--- config.mk ---
export PLATFORM = sky130hd
export DESIGN_NAME = mem_port_arbiter
export DESIGN_NICKNAME = d
export VERILOG_FILES = /design/src/rtl/mem_port_arbiter.sv
export SDC_FILE = /design/constraint.sdc
export NUM_CORES = 1
export LEC_CHECK = 0
export ABC_CLOCK_PERIOD_IN_PS = 5700
export BUFFER_PORTS_ARGS = -buffer_cell sky130_fd_sc_hd__clkbuf_2
export CAP_MARGIN = 20
export CORE_ASPECT_RATIO = 2
export CORE_MARGIN = 2
export CORE_UTILIZATION = 45
export CTS_BUF_LIST = sky130_fd_sc_hd__clkbuf_4
export DETAILED_ROUTE_END_ITERATION = 8
export PLACE_DENSITY = 0.8
export SLEW_MARGIN = 5
export SYNTH_ARGS = -nofsm -noshare
export SYNTH_HDL_FRONTEND = slang
export SYNTH_SLANG_ARGS = --single-unit
--- constraint.sdc ---
create_clock -name clk -period 5.7 [get_ports clk]
set_clock_uncertainty 0.15 [all_clocks]
set_input_delay 0.57 -clock clk [delete_from_list [all_inputs] [get_ports clk]]
set_output_delay 0.57 -clock clk [all_outputs]
set_load 0.02 [all_outputs]
--- src/rtl/mem_port_arbiter.sv ---
// mem_port_arbiter: shares one external memory port between the ICache refill
// path and the DCache refill/store path. DCache has fixed priority; a small
// counter lets ICache through after STARVE_MAX back-to-back DCache wins.
module mem_port_arbiter #(
  parameter int unsigned ADDR_W     = 32,
  parameter int unsigned DATA_W     = 32,
  parameter int unsigned LINE_WORDS = 4,
  parameter int unsigned STARVE_MAX = 3
) (
  input  logic                clk,
  input  logic                rst,
  input  logic                ic_valid,
  input  logic [ADDR_W-1:0]   ic_addr,
  output logic                ic_ready,
  output logic                ic_rvalid,
  output logic [DATA_W-1:0]   ic_rdata,
  input  logic                dc_valid,
  input  logic                dc_we,
  input  logic [ADDR_W-1:0]   dc_addr,
  input  logic [DATA_W-1:0]   dc_wdata,
  input  logic [DATA_W/8-1:0] dc_wstrb,
  output logic                dc_ready,
  output logic                dc_rvalid,
  output logic [DATA_W-1:0]   dc_rdata,
  output logic                mem_req,
  input  logic                mem_req_ready,
  output logic                mem_we,
  output logic [ADDR_W-1:0]   mem_addr,
  output logic [7:0]          mem_len,
  output logic [DATA_W-1:0]   mem_wdata,
  output logic [DATA_W/8-1:0] mem_wstrb,
  input  logic                mem_rvalid,
  input  logic [DATA_W-1:0]   mem_rdata,
  input  logic                mem_bvalid
);

  localparam int unsigned STRB_W = DATA_W / 8;
  localparam int unsigned OFF_W  = $clog2(LINE_WORDS * STRB_W);
  localparam int unsigned BEAT_W = $clog2(LINE_WORDS);
  localparam int unsigned CNT_W  = 3;

  localparam logic [ADDR_W-1:0] LINE_MASK  = {{(ADDR_W-OFF_W){1'b1}}, {OFF_W{1'b0}}};
  localparam logic [BEAT_W-1:0] LAST_BEAT  = BEAT_W'(LINE_WORDS - 1);
  localparam logic [CNT_W-1:0]  STARVE_LIM = CNT_W'(STARVE_MAX);
  localparam logic [7:0]        BURST_LEN  = 8'(LINE_WORDS - 1);

  typedef enum logic [2:0] {
    IDLE  = 3'd0,
    REQ   = 3'd1,
    RDATA = 3'd2,
    WACK  = 3'd3,
    DONE  = 3'd4
  } state_t;

  state_t              state_q, state_d;
  logic                grant_q, grant_d;   // 0 = ICache, 1 = DCache
  logic [CNT_W-1:0]    starve_q, starve_d;
  logic [BEAT_W-1:0]   beat_q, beat_d;

  logic                ic_ready_d, ic_rvalid_d, dc_ready_d, dc_rvalid_d;
  logic [DATA_W-1:0]   ic_rdata_d, dc_rdata_d;
  logic                mem_req_d, mem_we_d;
  logic [ADDR_W-1:0]   mem_addr_d;
  logic [7:0]          mem_len_d;
  logic [DATA_W-1:0]   mem_wdata_d;
  logic [STRB_W-1:0]   mem_wstrb_d;

  logic                dc_wins;

  // DCache wins a tie unless ICache has been passed over STARVE_MAX times
  assign dc_wins = dc_valid && !(ic_valid && (starve_q == STARVE_LIM));

  // Next-state, grant bookkeeping and next values of every registered output
  always_comb begin
    state_d     = state_q;
    grant_d     = grant_q;
    starve_d    = starve_q;
    beat_d      = beat_q;
    ic_ready_d  = 1'b0;
    ic_rvalid_d = 1'b0;
    ic_rdata_d  = ic_rdata;
    dc_ready_d  = 1'b0;
    dc_rvalid_d = 1'b0;
    dc_rdata_d  = dc_rdata;
    mem_req_d   = mem_req;
    mem_we_d    = mem_we;
    mem_addr_d  = mem_addr;
    mem_len_d   = mem_len;
    mem_wdata_d = mem_wdata;
    mem_wstrb_d = mem_wstrb;

    case (state_q)
      IDLE: begin
        if (ic_valid || dc_valid) begin
          state_d   = REQ;
          mem_req_d = 1'b1;
          beat_d    = '0;
          if (dc_wins) begin
            grant_d = 1'b1;
            if (ic_valid) begin
              starve_d = (starve_q == STARVE_LIM) ? starve_q : starve_q + CNT_W'(1);
            end else begin
              starve_d = '0;
            end
            if (dc_we) begin
              mem_we_d    = 1'b1;
              mem_addr_d  = dc_addr;
              mem_len_d   = 8'd0;
              mem_wdata_d = dc_wdata;
              mem_wstrb_d = dc_wstrb;
            end else begin
              mem_we_d    = 1'b0;
              mem_addr_d  = dc_addr & LINE_MASK;
              mem_len_d   = BURST_LEN;
              mem_wdata_d = '0;
              mem_wstrb_d = '0;
            end
          end else begin
            grant_d     = 1'b0;
            starve_d    = '0;
            mem_we_d    = 1'b0;
            mem_addr_d  = ic_addr & LINE_MASK;
            mem_len_d   = BURST_LEN;
            mem_wdata_d = '0;
            mem_wstrb_d = '0;
          end
        end
      end

      REQ: begin
        if (mem_req_ready) begin
          mem_req_d = 1'b0;
          state_d   = mem_we ? WACK : RDATA;
        end
      end

      RDATA: begin
        if (mem_rvalid) begin
          beat_d = beat_q + BEAT_W'(1);
          if (grant_q) begin
            dc_rvalid_d = 1'b1;
            dc_rdata_d  = mem_rdata;
          end else begin
            ic_rvalid_d = 1'b1;
            ic_rdata_d  = mem_rdata;
          end
          if (beat_q == LAST_BEAT) begin
            state_d    = DONE;
            ic_ready_d = !grant_q;
            dc_ready_d = grant_q;
          end
        end
      end

      WACK: begin
        if (mem_bvalid) begin
          state_d    = DONE;
          ic_ready_d = !grant_q;
          dc_ready_d = grant_q;
        end
      end

      DONE: begin
        state_d = IDLE;
      end

      default: begin
        state_d = IDLE;
      end
    endcase
  end

  // State and output registers, synchronous active-low reset
  always_ff @(posedge clk) begin
    if (!rst) begin
      state_q   <= IDLE;
      grant_q   <= 1'b0;
      starve_q  <= '0;
      beat_q    <= '0;
      ic_ready  <= 1'b0;
      ic_rvalid <= 1'b0;
      ic_rdata  <= '0;
      dc_ready  <= 1'b0;
      dc_rvalid <= 1'b0;
      dc_rdata  <= '0;
      mem_req   <= 1'b0;
      mem_we    <= 1'b0;
      mem_addr  <= '0;
      mem_len   <= '0;
      mem_wdata <= '0;
      mem_wstrb <= '0;
    end else begin
      state_q   <= state_d;
      grant_q   <= grant_d;
      starve_q  <= starve_d;
      beat_q    <= beat_d;
      ic_ready  <= ic_ready_d;
      ic_rvalid <= ic_rvalid_d;
      ic_rdata  <= ic_rdata_d;
      dc_ready  <= dc_ready_d;
      dc_rvalid <= dc_rvalid_d;
      dc_rdata  <= dc_rdata_d;
      mem_req   <= mem_req_d;
      mem_we    <= mem_we_d;
      mem_addr  <= mem_addr_d;
      mem_len   <= mem_len_d;
      mem_wdata <= mem_wdata_d;
      mem_wstrb <= mem_wstrb_d;
    end
  end

endmodule
==> results.toml, run 1 <==
[status]
status = "finished, final reports clean"

[cells_and_area]
area_delta_synth_final_pct = 29.4
stdcell_count = 999
multi_input_area_um2 = 2230
utilization_pct = 58.8
n_fill_cell = 1126
final_cell_mix = "clkbuf_2, dfxtp_1, nand2_1"
final_cell_area_um2 = 7090
regArea_um2 = 2960
drive_gt1_share_pct = 40.4
final_nets = 981
layout_commonest_cell = "clkbuf_2"

[logic_synthesis]
syn_avg_cell_area_um2 = 9.37
yosysWarnings = 0
yosys.area.top_type = "dfxtp_1"
synth_area_um2 = 5480
synth_simple_gate_area_share_pct = 13.2
synth_xor_area_share_pct = 0
synth_cell_types = 39
synth_top_family_by_area = "compound AO/OA/AOI/OAI gates"
synth_area_leaders = "dfxtp_1, nand2_1, a21boi_0"
synth_cells = 585
synth_compound_area_share_pct = 26.4
synthArstFlopShare_pct = 0
synth_seq_area_share_pct = 54.0
synth_top_cell_area_share_pct = 54.0
synth_edf_count = 0
synth_seq_cells = 148
ys.flop_type = "dfxtp_1"
synth_fa_ha_area_share_pct = 0.685
synth_mux_area_share_pct = 0

[place]
gp_congestion = 0.794
portBuffers = 275
dp_cells = 966
pre_cts_ws_ps = 3300
hpwlAfterDp_um = 11200
place_area_um2 = 6830

[clock_network]
clk_pin_slew_worst_paths_ps = 140
clockRootBuffer = "clkbuf_4"
cts_buffer_depth = 2
cts_resized = 0
postCtsHoldBufs = 0
cts_sinks = 148
cts_tree = "built"
insertion_delay_ps = 530
cts_setup_buffers = 0
numCtsBuffers = 17
h-tree-depth = 4

[timing]
rsz0062_at_grt = "no"
setup_ws_ps = 3290
timing.hold.ws_ps = 98.7
maxSlewViolCount = 0
fin_setup_tns_ps = 0
finalSetupViolCount = 0
final.period_utilization_pct = 42.3
finalHoldViolations = 0
worst_slew_pin_slew_ps = 1030
post-route-min-period_ps = 2410
slew_headroom_pct = 31.2
fmax_ghz = 0.415

[power]
p_total_mw = 2.13
power_leakage_nw = 3.23
peakVddDrop_uv = 249
power.density_nw_per_um2 = 300

[drt]
vias = 5173
wl_per_cell_um = 15.4
dr.first_iter.drc_count = 162
viasPerCell = 5.18
drt_drc_violations_left = 0
first_pass_iters = 4
drt_wl_total_um = 15400
ant_nets = 0

[global_routing]
grt-ovfl-total = 0
grt_pass1_vias = 4965
antenna_found_initial = 1
grt_pass1_wl_um = 23300
grt_use_total_pct = 23.1
grt_max_degree = 72

[floorplan]
core_um2 = 12100
dieArea_um2 = 13100
initial_core_util_pct = 45.5
die_h_um = 160
rows = 57
fp.dieW_um = 82.1
io_pins = 286

[worst_setup_path]
crit_start = "starve_q[0]"
cpLargestDelayFamily = "simple AND/OR/NAND/NOR gates"
critPathMaxStageDelay_ps = 820
path_buf_inv = 0
endpoint_kind = "register"
crit_arrival_ps = 2720
rr_startpoint = "starve_q[0]"
critical_path.startpoint_type = "register"
cp.required_ps = 6010
cp_max_fo = 28
critPathKind = "reg -> reg"
crit_top_cell = "ha_1"
slowest_stage = "nand2b_1"
crit_chain = "ha_1 > ha_1 > nor2b_1 > nand2b_1 > o22ai_1 > a21oi_1"

[hold_path]
worstHoldStart = "dc_addr[2]"
hold_path.class = "in -> reg"

[flow_run]
cap_viol_max_count = 0
[flip-flops by register name, summed over array words and instances, names as in the netlist]
| register | flops |
|---|---|
| mem_wdata | 32 |
| mem_we | 1 |
| dc_ready | 1 |
| starve_q | 3 |
| mem_addr | 32 |
| dc_rdata | 32 |
| dc_rvalid | 1 |
| ic_ready | 1 |
| grant_q | 1 |
| mem_wstrb | 4 |
| beat_q | 2 |
| state_q | 3 |
| mem_req | 1 |
| ic_rvalid | 1 |
| mem_len | 1 |
| ic_rdata | 32 |
[cells in the mapped netlist (2+ instances only)]
master and n:
buf_2 16, and2_1 7, ha_1 3, a22o_1 17, nand2_1 140, buf_4 7, nor2_1 6, o21ai_0 31
buf_6 6, dfxtp_1 148, nor2b_1 4, a22o_2 23, nand3_1 2, o211a_1 2, o22ai_1 29, nor3_1 2
a21oi_1 29, a21boi_1 15, and3_1 2, clkbuf_2 4, buf_1 5, a21boi_0 53, nand2b_1 2, clkbuf_1 17
[worst paths after layout]
path / end / slack (ps) / cells after the start
worst min register to register: dc_rdata[24] / 310 / 2
worst max-delay path: mem_addr[14] / 3290 / 6
worst min-delay path: mem_addr[2] / 100 / 2
worst max register to register: mem_addr[14] / 3290 / 6
[worst reg2reg max path, cell delays in order (launching register included)]
cell and delay, ps:
dfxtp_1 350, ha_1 200, ha_1 200, nor2b_1 180, nand2b_1 820, o22ai_1 250, a21oi_1 190
[cell type report]
cell class                      count  area share, %
Sequential cell                   148           41.8
Multi-Input combinational cell    386           31.5
Timing Repair Buffer              284           20.4
Tap cell                          147           2.59
Clock buffer                       18           1.91
Clock inverter                     14           1.78
Inverter                            1         0.0529
Antenna cell                        1         0.0353
[per-layer routing]
metal / track usage [%] / share of wire [%] / vias up
li1: - / - / 2534
met4: 9.55 / 2.3 / 0
met3: 6.21 / 8.9 / 25
met5: 0 / 0 / -
met2: 42.9 / 53 / 254
met1: 23.1 / 35 / 2360
[power breakdown]
| group | internal, mW | switching [mW] | total (mW) |
|---|---|---|---|
| clock network | 0.225 | 0.394 | 0.619 |
| logic | 0.140 | 0.231 | 0.371 |
| registers | 1.10 | 0.0396 | 1.14 |
[kinds of logic after synthesis]
logic type | after synthesis
buf+inv | 56
simple gates | 171
other cells | 1
flops | 148
compound gates | 206
fa+ha+maj | 3
No activity file was read; power rests on OpenSTA's default activity.
==> run 2, diff against run 1 <==
ABC_AREA = 1   (was unset)
ABC_CLOCK_PERIOD_IN_PS = 2500   (was 5700)
PLACE_DENSITY = 0.79   (was 0.8)
clock period = 2.5 ns   (was 5.7 ns; I/O delays follow)
==> run 2 against run 1 <==
Compared with the run above: sequential power grew to 2.6 times the previous value; die area is 2.9% higher; highest routed layer unchanged; critical path type unchanged; maximum frequency is 2.7% higher; largest power group unchanged; global-route usage is 5.0 points higher; final area is 23% higher; synthesized cell count is 24% higher; clock-buffer cell count stayed put; first-iteration DRC count grew to 2.5 times the previous value; non-clock buffer count is 143 higher; utilization is 13 points higher.
==> results.toml, run 2 <==
[cells_and_area]
multi_input_area_um2 = 2340
area_delta_synth_final_pct = 54.5
layout_commonest_cell = "clkbuf_2"
final_nets = 1254
drive_gt1_share_pct = 29.1
final_cell_mix = "clkbuf_2, dfxtp_1, nor2_1, dlygate4sd3_1, a21oi_1"
n_fill_cell = 899
regArea_um2 = 2960

[logic_synthesis]
synth_top_cell_area_share_pct = 52.5
synthArstFlopShare_pct = 0
synth_area_um2 = 5650
yosys.area.top_type = "dfxtp_1"
yosysWarnings = 0
synth_area_leaders = "dfxtp_1, nor2_1, a21oi_1"
synth_common_cells = "dfxtp_1, nor2_1, a21oi_1, nand2_1, o21ai_0"
synth_cells = 725
synth_edf_count = 0
syn_avg_cell_area_um2 = 7.79
ys.flop_type = "dfxtp_1"
synth_cell_types = 29
synth_seq_cells = 148
synth_seq_area_share_pct = 52.5
synth_most_common_cell = "dfxtp_1"

[worst_setup_path]
rr_startpoint = "starve_q[0]"
crit_arrival_ps = 2640
critPathKind = "reg -> reg"
critical_path.startpoint_type = "register"
cp.required_ps = 2790
cp_max_fo = 68
endpoint_kind = "register"
crit_start = "starve_q[0]"

[status]
status = "finished, final reports clean"

[drt]
first_pass_iters = 5
dr.first_iter.drc_count = 413
wl_per_cell_um = 15.3
vias = 6640
ant_nets = 0
viasPerCell = 5.23
drt_wl_total_um = 19500
drt_drc_violations_left = 0

[floorplan]
dieArea_um2 = 13500
die_h_um = 162
core_um2 = 12200
io_pins = 286
initial_core_util_pct = 46.3
fp.dieW_um = 83.2
rows = 57

[clock_network]
clk_pin_slew_worst_paths_ps = 110
numCtsBuffers = 17
postCtsHoldBufs = 142
clockRootBuffer = "clkbuf_4"
h-tree-depth = 4
cts_tree = "built"
cts_setup_buffers = 0
cts_resized = 0
insertion_delay_ps = 520
cts_buffer_depth = 2
cts_sinks = 148

[global_routing]
grt_use_total_pct = 28.1
grt-ovfl-total = 0
grt_max_degree = 97
antenna_found_initial = 1
grt_pass1_vias = 6616
grt_pass1_wl_um = 31000

[timing]
fin_setup_tns_ps = 0
slew_headroom_pct = 58.5
finalSetupViolCount = 0
maxSlewViolCount = 0
finalHoldViolations = 0
post-route-min-period_ps = 2350
fmax_ghz = 0.426
rsz0062_at_grt = "no"
worst_slew_pin_slew_ps = 621
final.period_utilization_pct = 93.9

[power]
power_leakage_nw = 4.18
p_total_mw = 6.93
peakVddDrop_uv = 594
power.density_nw_per_um2 = 795

[hold_path]
worstHoldStart = "dc_valid"
hold_path.class = "in -> reg"

[place]
hpwlAfterDp_um = 11500
gp_congestion = 0.839
portBuffers = 275

[flow_run]
cap_viol_max_count = 0
run 2: cell count changes after synthesis, sizes merged, moves of 4 or more:
cell / delta
inv: +13
nand3: +4
and2: -7
nor2: +139
nand2: -47
o21ai: +63
o22ai: -29
a21boi: -68
nand4: +41
a22o: -40
a21oi: +74
clkbuf: +12
nor2b: -4
run 2: cell families (layout without fill, tap and decap cells):
group                    after synthesis  in the layout  synth area share (%)
AO/OA/AOI/OAI                        201            201                  18.1
adder cells (fa/ha/maj)                3              3                 0.665
buffers and inverters                 80            472                  6.69
flip-flops                           148            148                  52.5
other                                  1              7                0.0664
AND/OR/NAND/NOR                      292            292                  22.0
run 2: final timing paths:
| kind | depth (start not counted) | slack, ps | end |
|---|---|---|---|
| worst max-delay path | 9 | 150 | mem_wdata[1] |
| worst min-delay path | 5 | 70 | starve_q[1] |
| worst max register to register | 9 | 150 | mem_wdata[1] |
| worst min register to register | 2 | 320 | mem_wdata[0] |
run 2: critical path: stages (launching register included):
cell	delay, ps
dfxtp_1	340
ha_1	200
ha_1	170
nand2_1	60
nand2_1	70
inv_2	100
buf_12	290
nand4_1	140
dlygate4sd3_1	600
a21oi_1	160
run 2: stage by stage:
step                      utilization [%]  cell area, um^2  hold slack [ps]  std cells  worst slack (ps)
after floorplan                         -             5660              235        730               858
final                                71.5             8720             65.7       1270               152
after global routing                 71.5             8720             52.2       1270              38.9
after CTS                            71.5             8720             26.2       1269               234
after detailed placement             57.6             7030              304       1097               764
after global placement               57.6             7030              301       1097               772
run 2: cell type report:
type	instances	area share, %
Tap cell	147	2.11
Timing Repair Buffer	427	33.4
Multi-Input combinational cell	502	26.8
Antenna cell	1	0.0287
Clock buffer	18	1.55
Inverter	15	0.646
Clock inverter	12	1.52
Sequential cell	148	34.0
run 2: routing by layer:
metal | up-vias | share of wire [%] | GRT usage (%)
met5 | - | 0 | 0
met4 | 0 | 5.9 | 18.6
met3 | 95 | 6.6 | 6.79
met2 | 338 | 51 | 48.8
met1 | 3017 | 36 | 29.9
li1 | 3190 | - | -
run 2: power by group:
group,switching [mW],internal (mW)
registers,0.215,2.70
logic,1.56,0.986
clock network,0.871,0.597
==> run 3, diff against run 2 <==
ABC_CLOCK_PERIOD_IN_PS = 3050   (was 2500)
clock period = 3.05 ns   (was 2.5 ns; I/O delays follow)
==> run 3 against run 2 <==
Compared with the run above: sequential power shrank 18%; utilization shrank 1.1 points; clock-buffer cell count is the same; register-to-register slack gained 360 ps; sequential share of layout area grew 0.55 points; clock power shrank 21%; largest cell class unchanged; global-route usage grew 0.33 points; final cell count shrank 0.87%; critical path depth is the same; combinational power shrank 18%.
==> results.toml, run 3 (synthesis gave the netlist of run 2 again) <==
[status]
status = "finished, final reports clean"

[worst_setup_path]
cp.required_ps = 3360
critical_path.startpoint_type = "register"
cp_max_fo = 47
critPathKind = "reg -> reg"
crit_arrival_ps = 2850
endpoint_kind = "register"

[floorplan]
dieArea_um2 = 13500
core_um2 = 12200
io_pins = 286
die_h_um = 162
initial_core_util_pct = 46.3
fp.dieW_um = 83.2
rows = 57

[power]
p_switching_mw = 2.22
pwr-share-comb_pct = 37.1
clockPowerShare_pct = 20.5
intPower_mw = 3.42
peakVddDrop_uv = 478
power_leakage_nw = 4.15
p_sw_share_pct = 39.3
power.density_nw_per_um2 = 657
seq_power_share_pct = 42.4

[timing]
post-route-min-period_ps = 2540
finalHoldViolations = 0
rsz0062_at_grt = "no"
fin_setup_tns_ps = 0
setup_ws_ps = 514
fmax_ghz = 0.394
finalSetupViolCount = 0
slew_headroom_pct = 40.9
final.period_utilization_pct = 83.2
worst_slew_pin_slew_ps = 887
maxSlewViolCount = 0

[clock_network]
clockRootBuffer = "clkbuf_4"
postCtsHoldBufs = 131
numCtsBuffers = 17
cts_resized = 0
cts_buffer_depth = 2
h-tree-depth = 4
cts_sinks = 148
cts_setup_buffers = 0
cts_tree = "built"
insertion_delay_ps = 500
clk_pin_slew_worst_paths_ps = 130

[global_routing]
grt_pass1_vias = 6541
grt.busiest_layer = "met2"
grtUsageMet3_pct = 5.73
use_met2_pct = 50.8
antenna_found_initial = 1
grt_use_total_pct = 28.4
met1_usage_pct = 30.0
grt_max_degree = 97
grt-ovfl-total = 0
grt_pass1_wl_um = 31200

[place]
portBuffers = 275
pre_cts_ws_ps = 1030
hpwlAfterDp_um = 11500
gp_congestion = 0.830
place_area_um2 = 7010

[drt]
ant_nets = 0
first_pass_iters = 5
viasPerCell = 5.30
vias = 6669
drt_wl_total_um = 20000
wl_per_cell_um = 15.9
dr.first_iter.drc_count = 431
drt_drc_violations_left = 0

[cells_and_area]
drive_gt1_share_pct = 29.4
final_cell_mix = "clkbuf_2, dfxtp_1, nor2_1"
n_fill_cell = 956
layout_commonest_cell = "clkbuf_2"
final_nets = 1242
regArea_um2 = 2960
multi_input_area_um2 = 2340
final_cell_area_um2 = 8580
area_delta_synth_final_pct = 52.0

[hold_path]
hold_path.class = "in -> reg"

[flow_run]
cap_viol_max_count = 0
[run 3: worst paths after layout]
| check | from | cells after the start | to | slack, ps |
|---|---|---|---|---|
| worst max-delay path | starve_q[0] | 9 | mem_addr[20] | 510 |
| worst min-delay path | mem_bvalid | 6 | state_q[1] | 70 |
| worst max register to register | starve_q[0] | 9 | mem_addr[20] | 510 |
| worst min register to register | mem_wdata[6] | 2 | mem_wdata[6] | 320 |
[run 3: layout make-up]
class	instances	share of cell area [%]
inverter	15	0.656
timing repair buffer	415	32.4
sequential	148	34.5
clock inverter	13	1.44
clock buffer	18	1.57
multi-input combinational	502	27.2
tap	147	2.14
antenna	1	0.0292
[run 3: power groups by stage]
stage	combinational (mW)	clock, mW	sequential (mW)
floorplan	0.906	0	2.70
global placement	1.73	0	2.41
detailed placement	1.75	0	2.42
CTS	2.04	1.19	2.38
global route	2.25	1.25	2.42
finish	2.09	1.16	2.39
[run 3: critical path: stages, from the launching register on]
cell and delay [ps]:
dfxtp_1 350, ha_1 200, ha_1 170, nand2_1 60, nand2_1 70, inv_2 370, buf_12 290, nand2_1 100
a21oi_1 170, dlygate4sd3_1 570
[run 3: layer usage]
metal  share of wire [%]  vias to the layer above
li1                    -                     3170
met1                  37                     3048
met2                  51                      361
met3                 6.3                       90
met4                 5.7                        0
met5                   0                        -
[run 3: through the flow]
step / power (mW) / utilization, % / hold WS [ps] / instances
finish: 5.64 / 70.4 / 66.7 / 1259
detailed placement: 4.16 / 57.5 / 305 / 1096
global placement: 4.14 / 57.5 / 301 / 1096
CTS: 5.60 / 70.3 / 22.3 / 1258
floorplan: 3.60 / - / 290 / 730
global route: 5.93 / 70.4 / 57.2 / 1259
